## src/rtl/axis_master.sv

```systemverilog
// AXI4-Stream master fed by a show-ahead FIFO of MLP result words.
// Beats are grouped into frames of FRAME_LEN; TLAST marks the final beat of each frame.
module axis_master #(
  parameter int C_M_AXIS_TDATA_WIDTH = 32,
  parameter int FIFO_DEPTH           = 16,
  parameter int FRAME_LEN            = 10
) (
  input  logic                              M_AXIS_ACLK,
  input  logic                              M_AXIS_ARESETN,
  input  logic                              pi_mlp_data_valid,
  input  logic [C_M_AXIS_TDATA_WIDTH-1:0]   pi_mlp_data,
  output logic                              po_mlp_data_ready,
  output logic                              po_frame_done,
  output logic                              M_AXIS_TVALID,
  output logic [C_M_AXIS_TDATA_WIDTH-1:0]   M_AXIS_TDATA,
  output logic [C_M_AXIS_TDATA_WIDTH/8-1:0] M_AXIS_TSTRB,
  output logic                              M_AXIS_TLAST,
  input  logic                              M_AXIS_TREADY
);

  localparam int PTR_W  = $clog2(FIFO_DEPTH);
  localparam int BEAT_W = (FRAME_LEN > 1) ? $clog2(FRAME_LEN) : 1;

  localparam logic [PTR_W:0]    DEPTH_C   = (PTR_W+1)'(FIFO_DEPTH);
  localparam logic [BEAT_W-1:0] LAST_BEAT = BEAT_W'(FRAME_LEN - 1);

  logic [C_M_AXIS_TDATA_WIDTH-1:0] mem_q [FIFO_DEPTH];

  logic [PTR_W-1:0]  wr_ptr_q, wr_ptr_d;
  logic [PTR_W-1:0]  rd_ptr_q, rd_ptr_d;
  logic [PTR_W:0]    count_q,  count_d;
  logic [BEAT_W-1:0] beat_q,   beat_d;
  logic              frame_done_q, frame_done_d;

  logic full, empty, push, pop;

  // Ready and valid come only from the occupancy count, so TVALID never
  // sees TREADY combinationally and a full FIFO refuses a push even while popping.
  assign full  = (count_q == DEPTH_C);
  assign empty = (count_q == '0);
  assign push  = pi_mlp_data_valid && !full;
  assign pop   = !empty && M_AXIS_TREADY;

  assign po_mlp_data_ready = !full;
  assign M_AXIS_TVALID     = !empty;
  assign M_AXIS_TDATA      = mem_q[rd_ptr_q];
  assign M_AXIS_TSTRB      = '1;
  assign M_AXIS_TLAST      = !empty && (beat_q == LAST_BEAT);
  assign po_frame_done     = frame_done_q;

  always_comb begin
    // NOTE: every always_comb output gets a default first so no path leaves it unassigned (which would infer a latch).
    wr_ptr_d     = wr_ptr_q;
    rd_ptr_d     = rd_ptr_q;
    count_d      = count_q;
    beat_d       = beat_q;
    frame_done_d = 1'b0;

    if (push) wr_ptr_d = wr_ptr_q + 1'b1;

    if (pop) begin
      rd_ptr_d     = rd_ptr_q + 1'b1;
      frame_done_d = (beat_q == LAST_BEAT);
      beat_d       = (beat_q == LAST_BEAT) ? '0 : beat_q + 1'b1;
    end

    case ({push, pop})
      2'b10:   count_d = count_q + 1'b1;
      2'b01:   count_d = count_q - 1'b1;
      default: count_d = count_q;
    endcase
  end

  // NOTE: sequential state uses non-blocking assignments so every register samples pre-edge values.
  always_ff @(posedge M_AXIS_ACLK or negedge M_AXIS_ARESETN) begin
    if (!M_AXIS_ARESETN) begin
      wr_ptr_q     <= '0;
      rd_ptr_q     <= '0;
      count_q      <= '0;
      beat_q       <= '0;
      frame_done_q <= 1'b0;
    end else begin
      wr_ptr_q     <= wr_ptr_d;
      rd_ptr_q     <= rd_ptr_d;
      count_q      <= count_d;
      beat_q       <= beat_d;
      frame_done_q <= frame_done_d;
    end
  end

  // NOTE: storage is deliberately left out of reset; the cleared count makes stale entries invisible.
  always_ff @(posedge M_AXIS_ACLK) begin
    if (push) mem_q[wr_ptr_q] <= pi_mlp_data;
  end

endmodule
```

## config.mk

```make
export PLATFORM = sky130hd
export DESIGN_NAME = axis_master
export DESIGN_NICKNAME = d
export VERILOG_FILES = /design/src/rtl/axis_master.sv
export SDC_FILE = /design/constraint.sdc
export NUM_CORES = 1
export LEC_CHECK = 0
export BUFFER_PORTS_ARGS = -buffer_cell sky130_fd_sc_hd__buf_2
export CORE_MARGIN = 3
export CORE_UTILIZATION = 25
export CTS_CLUSTER_DIAMETER = 100
export DETAILED_ROUTE_END_ITERATION = 12
export GPL_TIMING_DRIVEN = 1
export PLACE_DENSITY = 0.49
export REMOVE_ABC_BUFFERS = 1
export SETUP_SLACK_MARGIN = 0.15
export SYNTH_ARGS = -nofsm -noshare
export SYNTH_HDL_FRONTEND = slang
export SYNTH_SLANG_ARGS = --single-unit
```

## constraint.sdc

```tcl
create_clock -name M_AXIS_ACLK -period 11.85 [get_ports M_AXIS_ACLK]
set_clock_uncertainty 0.15 [all_clocks]
set_input_delay 0.5925 -clock M_AXIS_ACLK [delete_from_list [all_inputs] [get_ports M_AXIS_ACLK]]
set_output_delay 0.5925 -clock M_AXIS_ACLK [all_outputs]
set_load 0.02 [all_outputs]
```

==> results.yml <==
status:
  status: "complete, no violations"
placed_design:
  gp_congestion: 0.668
  dp_slack_ns: 7.61
  placed_area_um2: 22000
  portBuffers: 71
  post-dp-hpwl_um: 24700
final_layout:
  finalInstanceArea_um2: 23600
  most-common-layout-cells: "edfxtp_1 (512), mux4_2 (128), buf_2 (71)"
  drive_gt1_frac: 0.311
  final_util: 0.297
  syn2layout_area_growth_pct: 16.8
  nNetsFinal: 1057
  fillerInstances: 7809
  final_common_cell: "edfxtp_1"
critical_path:
  worstPathCellList: "buf_4 > buf_4 > mux4_2 > a22oi_1 > nand2_1 > buf_2"
  arrival_ns: 3.99
  r2r_end: "mem_q[5][14]$_DFFE_PP_"
  r2r_slack_ns: 8.72
  cp-endpoint: "M_AXIS_TDATA[25]"
  crit_path_start_kind: "flip-flop"
  reg2regPathDepth: 6
  critPathRequiredTime_ns: 11.11
  slowest_stage: "buf_4"
  cpMostUsedCell: "buf_4"
  rr_startpoint: "count_q[1]$_DFFE_PN0P_"
  timing.critical_path.from: "rd_ptr_q[0]$_DFFE_PN0P_"
  max_stage_delay_ns: 0.76
  crit_type: "reg2out"
  worst_setup_path_end_kind: "output port"
  path_max_fanout: 44
timing:
  layout_min_cycle_time_ns: 4.73
  relSlewSlack: 0.380
  fin_setup_tns_ns: 0
  period_share: 0.399
  hold_violations: 0
  worst_slack_ns: 7.12
  fmax_mhz: 211
  rsz0062_at_grt: "false"
  worst_slew_pin_slew_ns: 0.931
  slew_violations: 0
  timing.hold.ws_ns: 0.193
  finalSetupViolations: 0
die:
  rows: 103
  design.die.area_um2: 84400
  core_area_um2: 79600
  dieWidth_um: 291
  start_util: 0.254
  ios: 76
  die_h_um: 291
routing:
  wl_met2_um: 23200
  wl_per_cell_um: 23.0
  antenna_left: 0
  first_pass_iters: 5
  top_layer: "met5"
  vias: 9439
  via_per_inst: 4.48
  dr_wl_met3_um: 2100
  wl_met1_um: 22300
  drc: 0
  drt_wl_total_um: 48400
  drt_iter0_drc: 742
synth:
  synth_seq_cells: 530
  synthCells: 905
  synth_flop_cell: "edfxtp_1"
  yosys.cell_types.count: 41
  synthArstFlopShare: 0.0340
  syn_avg_cell_area_um2: 22.4
  synth_edf_count: 512
  syn_area_um2: 20200
  ys_seq_area_frac: 0.782
  ys_warn_count: 0
grt:
  grt_pass1_wl_um: 71000
  track_usage: 0.114
  antenna_found_initial: 5
  grt_max_degree: 58
  grt_pass1_vias: 10008
  grt-ovfl-total: 0
power:
  p_sw_mw: 1.82
  cell_internal_pwr_mw: 3.82
  p_leak_nw: 7.42
  power.share.combinational: 0.297
  peakVddDrop_mv: 0.118
  power_density_nw_per_um2: 239
  pwr-share-clk: 0.280
  switching_share: 0.323
  pwr-share-seq: 0.422
cts:
  clock_path_buffers: 3
  cts-root-buf: "clkbuf_16"
  cts_tree: "done"
  cts-htree-levels: 2
  cts_buffers: 55
  insertion_delay_ns: 0.58
  cts.sinks: 530
  cts_resized: 0
  cts.clk_slew.worst_paths_ns: 0.06
worst_hold_path:
  hold_class: "in2reg"
job:
  maxCapViolations: 0
==> registers in the layout, summed over array words and instances (netlist names) <==
signal,flops
mem_q,512
count_q,5
beat_q,4
rd_ptr_q,4
wr_ptr_q,4
po_frame_done,1
==> stage by stage <==
stage	instances	total power, mW
final	2107	5.64
after global routing	2106	5.93
after CTS	2105	5.76
after detailed placement	2005	4.16
after global placement	2005	4.14
after floorplan	855	3.63
==> cell type report <==
| type | instances | area, um^2 | area share |
|---|---|---|---|
| diodes | 2 | 5.00 | 0.000212 |
| clock buffers | 68 | 1430 | 0.0603 |
| clock inverters | 31 | 211 | 0.00895 |
| inverters | 9 | 36.3 | 0.00154 |
| multi-input cells | 316 | 4230 | 0.179 |
| flip-flops and latches | 530 | 15800 | 0.670 |
| well taps | 1050 | 1310 | 0.0556 |
| repair buffers | 101 | 583 | 0.0247 |
==> kinds of logic (layout without fill, tap and decap cells) <==
| kind of cell | after synthesis | in the layout | synth area share |
|---|---|---|---|
| flops | 530 | 530 | 0.782 |
| mux | 130 | 130 | 0.144 |
| simple gates | 83 | 83 | 0.0205 |
| compound gates | 76 | 76 | 0.0282 |
| buf+inv | 62 | 209 | 0.0143 |
| xor+xnor | 15 | 15 | 0.00649 |
| fa+ha+maj | 8 | 8 | 0.00495 |
| other cells | 1 | 6 | 0.000185 |
==> worst max-delay path, delay by kind of cell, from the launching register on <==
family / cells / cell delay (ns)
AO/OA/AOI/OAI: 1 / 0.23
buffers and inverters: 3 / 1.68
flip-flops: 1 / 0.60
multiplexers: 1 / 0.58
AND/OR/NAND/NOR: 1 / 0.22
==> synth_stat cells, types with 3 or more instances <==
| library cell | n | share of area |
|---|---|---|
| edfxtp_1 | 512 | 0.76 |
| nor4_1 | 5 | 0.0015 |
| ha_1 | 8 | 0.0049 |
| xor2_1 | 5 | 0.0022 |
| mux4_2 | 128 | 0.14 |
| buf_1 | 9 | 0.0017 |
| buf_4 | 9 | 0.0033 |
| a21oi_1 | 5 | 0.0012 |
| and2_1 | 9 | 0.0028 |
| dfrtp_1 | 18 | 0.022 |
| inv_1 | 7 | 0.0013 |
| nor2_1 | 9 | 0.0017 |
| nor2b_1 | 4 | 0.0012 |
| xnor2_1 | 10 | 0.0043 |
| nand3_1 | 3 | 0.00074 |
| buf_2 | 11 | 0.0027 |
| nand2_1 | 40 | 0.0074 |
| a22oi_1 | 64 | 0.024 |
| clkbuf_1 | 23 | 0.0043 |
==> how the worst min path moves through the flow <==
stage / startpoint / endpoint / slack (ns) / cells after the start
floorplan: M_AXIS_ARESETN / beat_q[0]$_DFFE_PN0P_ / 0.15 / 0
global placement: beat_q[3]$_DFFE_PN0P_ / beat_q[3]$_DFFE_PN0P_ / 0.35 / 1
detailed placement: beat_q[3]$_DFFE_PN0P_ / beat_q[3]$_DFFE_PN0P_ / 0.37 / 1
CTS: pi_mlp_data[30] / mem_q[0][30]$_DFFE_PP_ / 0.16 / 1
global route: pi_mlp_data[21] / mem_q[9][21]$_DFFE_PP_ / 0.18 / 1
finish: M_AXIS_TREADY / po_frame_done$_DFF_PN0_ / 0.19 / 3
==> power by group through the flow <==
stage                     registers (mW)  clock network [mW]  logic (mW)
after floorplan                     2.52                   0        1.12
after global placement              2.42                   0        1.73
final                               2.38                1.58        1.68
after detailed placement            2.43                   0        1.73
after global routing                2.41                1.72        1.81
after CTS                           2.39                1.64        1.74
==> metal layers <==
layer / track usage / vias to the layer above
met5: 0 / -
met4: 0.0237 / 2
met3: 0.0219 / 63
met2: 0.182 / 197
met1: 0.162 / 5150
li1: - / 4027
==> what timing repair did <==
action | in CTS | in global routing
hold buffers | 1 | 0
setup buffers | 0 | 0
hold endpoints to repair | 18 | 0
Power figures use the tool's default switching activity.
